[config.mk]
export PLATFORM = sky130hd
export DESIGN_NAME = uart_tx_arbiter
export DESIGN_NICKNAME = d
export VERILOG_FILES = /design/src/rtl/uart_ctrl_pkg.sv /design/src/rtl/rr_arbiter.sv /design/src/rtl/uart_tx_arbiter.sv
export SDC_FILE = /design/constraint.sdc
export NUM_CORES = 1
export LEC_CHECK = 0
export BUFFER_PORTS_ARGS = -buffer_cell sky130_fd_sc_hd__clkbuf_2
export CAP_MARGIN = 30
export CORE_UTILIZATION = 45
export CTS_CLUSTER_DIAMETER = 200
export DETAILED_ROUTE_END_ITERATION = 12
export PLACE_DENSITY = 0.77
export SLEW_MARGIN = 5
export SYNTH_ARGS = -nofsm -noshare
export SYNTH_HDL_FRONTEND = slang
export SYNTH_SLANG_ARGS = --single-unit
[constraint.sdc]
create_clock -name CLK -period 2.65 [get_ports CLK]
set_clock_uncertainty 0.15 [all_clocks]
set_input_delay 0.53 -clock CLK [delete_from_list [all_inputs] [get_ports CLK]]
set_output_delay 0.53 -clock CLK [all_outputs]
set_load 0.02 [all_outputs]
[src/rtl/uart_ctrl_pkg.sv]
// rtl/uart_ctrl_pkg.sv - shared state type and UART register constants for the TX path
package uart_ctrl_pkg;

  typedef enum logic [1:0] {
    IDLE  = 2'd0,
    OWN   = 2'd1,
    WRITE = 2'd2,
    GAP   = 2'd3
  } txState_e;

  localparam logic [9:0] UART_DR_ADDR  = 10'h000;
  localparam logic [7:0] ASCII_LF      = 8'h0A;
  localparam logic [3:0] UART_BE_BYTE0 = 4'b0001;

endpackage

[src/rtl/rr_arbiter.sv]
// rtl/rr_arbiter.sv - combinational round-robin pick: first set request at or after ptr, wrapping
module rr_arbiter #(
  parameter int N  = 4,
  parameter int IW = (N > 1) ? $clog2(N) : 1
) (
  input  logic [N-1:0]  req,
  input  logic [IW-1:0] ptr,
  output logic [IW-1:0] grant,
  output logic          anyValid
);

  function automatic logic [IW-1:0] rotIdx(input logic [IW-1:0] base, input int off);
    int s;
    s = int'(base) + off;
    if (s >= N) s = s - N;
    return IW'(s);
  endfunction

  // Scan from the far end so the entry closest to ptr is written last and wins.
  always_comb begin
    grant    = '0;
    anyValid = |req;
    for (int i = N - 1; i >= 0; i--) begin
      if (req[rotIdx(ptr, i)]) grant = rotIdx(ptr, i);
    end
  end

endmodule

[src/rtl/uart_tx_arbiter.sv]
// rtl/uart_tx_arbiter.sv - line-granular round-robin sharing of the UART data register between byte producers
module uart_tx_arbiter
  import uart_ctrl_pkg::*;
#(
  parameter int         NUM_REQ      = 4,
  parameter int         GAP_CYCLES   = 3,
  parameter int         LINE_TIMEOUT = 256,
  parameter logic [9:0] DR_ADDR      = UART_DR_ADDR
) (
  input  logic                       CLK,
  input  logic                       RSTn,
  input  logic [NUM_REQ-1:0]         REQ_VALID,
  input  logic [8*NUM_REQ-1:0]       REQ_DATA,
  output logic [NUM_REQ-1:0]         REQ_READY,
  output logic [9:0]                 UART_WRITE_ADDR,
  output logic [31:0]                UART_DATA_IN,
  output logic                       UART_WE,
  output logic [3:0]                 UART_BE,
  output logic [$clog2(NUM_REQ)-1:0] GRANT_ID,
  output logic                       BUSY
);

  localparam int IW      = $clog2(NUM_REQ);
  localparam int CNT_MAX = (LINE_TIMEOUT > GAP_CYCLES + 1) ? LINE_TIMEOUT : GAP_CYCLES + 1;
  localparam int CW      = $clog2(CNT_MAX);

  txState_e      state, stateNext;
  logic [IW-1:0] owner, ownerNext, ptr, ptrNext, pick, ownerInc;
  logic [CW-1:0] cnt, cntNext;
  logic [7:0]    byteReg, byteNext;
  logic          anyValid, postWrite;

  rr_arbiter #(.N(NUM_REQ), .IW(IW)) uArb (
    .req      (REQ_VALID),
    .ptr      (ptr),
    .grant    (pick),
    .anyValid (anyValid)
  );

  assign ownerInc = (owner == IW'(NUM_REQ - 1)) ? '0 : owner + IW'(1);

  always_ff @(posedge CLK or negedge RSTn) begin
    if (!RSTn) begin
      state   <= IDLE;
      owner   <= '0;
      ptr     <= '0;
      cnt     <= '0;
      byteReg <= '0;
    end else begin
      state   <= stateNext;
      owner   <= ownerNext;
      ptr     <= ptrNext;
      cnt     <= cntNext;
      byteReg <= byteNext;
    end
  end

  // cnt is the idle counter in OWN and the pacing counter in GAP; each entry clears it.
  always_comb begin
    stateNext = state;
    ownerNext = owner;
    ptrNext   = ptr;
    cntNext   = cnt;
    byteNext  = byteReg;
    postWrite = 1'b0;
    case (state)
      IDLE: begin
        if (anyValid) begin
          ownerNext = pick;
          cntNext   = '0;
          stateNext = OWN;
        end
      end
      OWN: begin
        if (REQ_VALID[owner]) begin
          byteNext  = REQ_DATA[{owner, 3'b000} +: 8];
          stateNext = WRITE;
        end else if (cnt == CW'(LINE_TIMEOUT - 1)) begin
          ptrNext   = ownerInc;
          stateNext = IDLE;
        end else begin
          cntNext = cnt + CW'(1);
        end
      end
      WRITE: begin
        if (GAP_CYCLES > 0) begin
          cntNext   = '0;
          stateNext = GAP;
        end else begin
          postWrite = 1'b1;
        end
      end
      GAP: begin
        if (cnt == CW'(GAP_CYCLES - 1)) postWrite = 1'b1;
        else cntNext = cnt + CW'(1);
      end
      default: stateNext = IDLE;
    endcase
    // A newline ends the line: release and let the owner re-compete at lowest priority.
    if (postWrite) begin
      if (byteReg == ASCII_LF) begin
        ptrNext   = ownerInc;
        stateNext = IDLE;
      end else begin
        cntNext   = '0;
        stateNext = OWN;
      end
    end
  end

  always_comb begin
    REQ_READY       = '0;
    UART_WE         = 1'b0;
    UART_WRITE_ADDR = '0;
    UART_DATA_IN    = '0;
    UART_BE         = '0;
    if (state == OWN) REQ_READY[owner] = 1'b1;
    if (state == WRITE) begin
      UART_WE         = 1'b1;
      UART_WRITE_ADDR = DR_ADDR;
      UART_DATA_IN    = {24'h0, byteReg};
      UART_BE         = UART_BE_BYTE0;
    end
  end

  assign GRANT_ID = owner;
  assign BUSY     = (state != IDLE);

endmodule
==> impl_metrics.env <==
export IMPL_powerDensity_mw_per_mm2=883
export IMPL_cts_resized=0
export IMPL_synth_most_common_cell="buf_4"
export IMPL_holdBufCountCts=0
export IMPL_leakage_nw=1.13
export IMPL_drc=0
export IMPL_status="completed"
export IMPL_rows=24
export IMPL_gr_total_overflow=0
export IMPL_yosysTopAreaCell="dfrtp_1"
export IMPL_core_area_mm2=0.00441
export IMPL_final_hold_violation_count=0
export IMPL_max_freq_mhz=444
export IMPL_drive_gt1_frac=0.320
export IMPL_areaGrowthSynthToFinish_pct=13.8
export IMPL_synth_area_mm2=0.00208
export IMPL_synthCells=217
export IMPL_gp_congestion=0.895
export IMPL_vdd_drop_max_uv=583
export IMPL_worstPathRequired_ps=1970
export IMPL_synthFlopType="dfrtp_1"
export IMPL_slew_headroom=0.614
export IMPL_synthArstFlopShare=1.00
export IMPL_drv_slew=0
export IMPL_fin_tns_setup_ps=0
export IMPL_synth_top_area_share=0.265
export IMPL_grt_antenna_before_repair=0
export IMPL_hold_class="in -> async"
export IMPL_yosysWarnings=0
export IMPL_reg2reg_from="cnt[0]"
export IMPL_synth_distinct_cells=49
export IMPL_grt_max_degree=23
export IMPL_power_switching_mw=0.900
export IMPL_slowest_stage="dfrtp_1"
export IMPL_cts_setup_buffers=0
export IMPL_rsz0062_at_grt="false"
export IMPL_p_comb_frac=0.586
export IMPL_setup_viol=0
export IMPL_htree_levels=1
export IMPL_worst_slew_pin_slew_ps=579
export IMPL_drt_iter0_markers=77
export IMPL_grt_pass1_wl_mm=7.81
export IMPL_fin_crit_sh=0.851
export IMPL_cts_max_path_buffers=2
export IMPL_clock_sinks=22
export IMPL_pin_count=92
export IMPL_critPathArrivalTime_ps=1570
export IMPL_crit_type="reg -> out"
export IMPL_yosys_top_cells_area="dfrtp_1 26%, buf_4 14%, mux4_2 9.7%"
export IMPL_drt_wirelength_per_cell_um=14.4
export IMPL_synth_common_cells="38 x buf_4, 22 x dfrtp_1, 13 x inv_1, 13 x nand2_1, 12 x and2_1"
export IMPL_rrSetupSlack_ps=440
export IMPL_internal_power_mw=1.19
export IMPL_cts_root_buffer="clkbuf_8"
export IMPL_post_route_min_period_ps=2250
export IMPL_startpoint_type="flip-flop"
export IMPL_syn_mean_instance_area_um2=9.59
export IMPL_cp_max_fo=12
export IMPL_tritoncts="done"
export IMPL_grt_pass1_vias=1640
export IMPL_max_stage_delay_ps=450
export IMPL_power_frac_clock=0.156
export IMPL_postRouteAntennaNets=0
export IMPL_clk_latency_ps=280
export IMPL_vias=1794
export IMPL_fp_dieH_um=70
export IMPL_die_w_um=70
export IMPL_antenna_cells=0
export IMPL_totalWireLength_mm=4.72
export IMPL_start_util=0.471
export IMPL_reg2reg_to="ptr[1]"
export IMPL_worst_path_buf_inv=2
export IMPL_die_area_mm2=0.00490
export IMPL_seqPwrFrac=0.258
export IMPL_dpl_hpwl_mm=3.76
export IMPL_synth_seq_cells=22
export IMPL_ys_seq_area_frac=0.265
export IMPL_path_clk_slew_ps=90
export IMPL_dr_pass1_iters=4
export IMPL_grt_usage=0.201
export IMPL_power_mw=2.09
export IMPL_maxCapViolations=0
export IMPL_final_nets=325
export IMPL_crit_family="flip-flops"
export IMPL_synth_edf_count=0
export IMPL_cts_inserted_buffers=3
export IMPL_via_per_inst=5.49
export IMPL_rr_worst_depth=6
export IMPL_worst_setup_path_end_kind="output port"
export IMPL_netSwitchingFraction=0.431
export IMPL_cp_cell_sequence="inv_1 -> ha_1 -> and2_1 -> clkbuf_2"
export IMPL_port_buffers=54
[power groups by stage]
stage          clock network (mW)  registers (mW)  logic [mW]
6_report                    0.326           0.539        1.23
5_1_grt                     0.347           0.552        1.34
4_1_cts                     0.334           0.539        1.22
3_5_place_dp                    0           0.546        1.22
3_3_place_gp                    0           0.539        1.20
2_1_floorplan                   0           0.546       0.934
[worst max-delay path by stage]
stage                 start  slack (ps)         endpoint  cells after the start
2_1_floorplan   GRANT_ID[0]         430     REQ_READY[0]                      4
3_3_place_gp   REQ_VALID[3]         370           cnt[3]                      5
3_5_place_dp   REQ_VALID[3]         310           cnt[1]                      5
4_1_cts            state[0]         390  UART_DATA_IN[6]                      4
5_1_grt            state[0]         280  UART_DATA_IN[4]                      4
6_report           state[0]         400  UART_DATA_IN[6]                      4
[placed cells by master (no fill, tap or decap), drive strengths merged, types with 2 or more instances in the layout]
| master | synthesis | layout |
|---|---|---|
| nor2 | 5 | 5 |
| a21o | 3 | 3 |
| a21oi | 10 | 10 |
| mux4 | 9 | 9 |
| or4 | 3 | 3 |
| nand3b | 3 | 3 |
| o22ai | 3 | 3 |
| nor4 | 4 | 4 |
| nand2b | 2 | 2 |
| dfrtp | 22 | 22 |
| o21a | 2 | 2 |
| nand2 | 13 | 13 |
| a311oi | 2 | 2 |
| clkbuf | 4 | 57 |
| ha | 11 | 11 |
| and2 | 13 | 13 |
| inv | 13 | 13 |
| a2111oi | 2 | 2 |
| o21ai | 5 | 5 |
| buf | 40 | 8 |
| nand3 | 5 | 5 |
| a31oi | 2 | 2 |
| mux2 | 10 | 10 |
| o31a | 2 | 2 |
| o41ai | 2 | 2 |
| mux2i | 2 | 2 |
| o32ai | 3 | 3 |
| nand4b | 3 | 3 |
| o211a | 2 | 2 |
| a211oi | 2 | 2 |
| conb | 1 | 37 |
[worst register-to-register path: cells and delay by family, from the launching register on]
family	cells	cell delay [ps]
simple gates	2	510
flops	1	440
mux	1	380
compound gates	1	360
fa+ha+maj	1	180
buf+inv	1	80
[registers in the layout (all words and copies together), names as in the netlist]
signal and cells:
GRANT_ID 2, cnt 8, ptr 2, byteReg 8
state 2
[per-layer routing]
| layer | GRT usage | part of all wire |
|---|---|---|
| met5 | 0 | 0 |
| met4 | 0.0956 | 0.021 |
| met3 | 0.0317 | 0.049 |
| met2 | 0.335 | 0.51 |
| met1 | 0.253 | 0.42 |
[cells by family (layout without fill, tap and decap cells)]
| logic type | after synthesis | count (layout) | share of synthesized area |
|---|---|---|---|
| buffers and inverters | 57 | 79 | 0.175 |
| AND/OR/NAND/NOR | 58 | 58 | 0.161 |
| flip-flops | 22 | 22 | 0.265 |
| AO/OA/AOI/OAI | 47 | 47 | 0.170 |
| adder cells (fa/ha/maj) | 11 | 11 | 0.0661 |
| other | 1 | 37 | 0.00180 |
| multiplexers | 21 | 21 | 0.161 |
[area by class of cell]
| class | count | area (um2) |
|---|---|---|
| clock buffers | 3 | 41.3 |
| flip-flops and latches | 22 | 551 |
| multi-input cells | 174 | 1300 |
| repair buffers | 62 | 330 |
| inverters | 13 | 48.8 |
| clock inverters | 1 | 30.0 |
| well taps | 52 | 65.1 |
| fillers | 416 | 2050 |
[metrics by stage]
step / worst slack (ps) / cells / hold WS, ps / instance area, um2 / utilization
3_3_place_gp: 366 / 323 / 354 / 2300 / 0.520
3_5_place_dp: 306 / 323 / 360 / 2300 / 0.520
5_1_grt: 277 / 327 / 140 / 2370 / 0.536
2_1_floorplan: 427 / 253 / 84.4 / 2220 / -
6_report: 396 / 327 / 78.4 / 2370 / 0.536
4_1_cts: 394 / 327 / 107 / 2370 / 0.536
No activity file was read; power rests on OpenSTA's default activity.
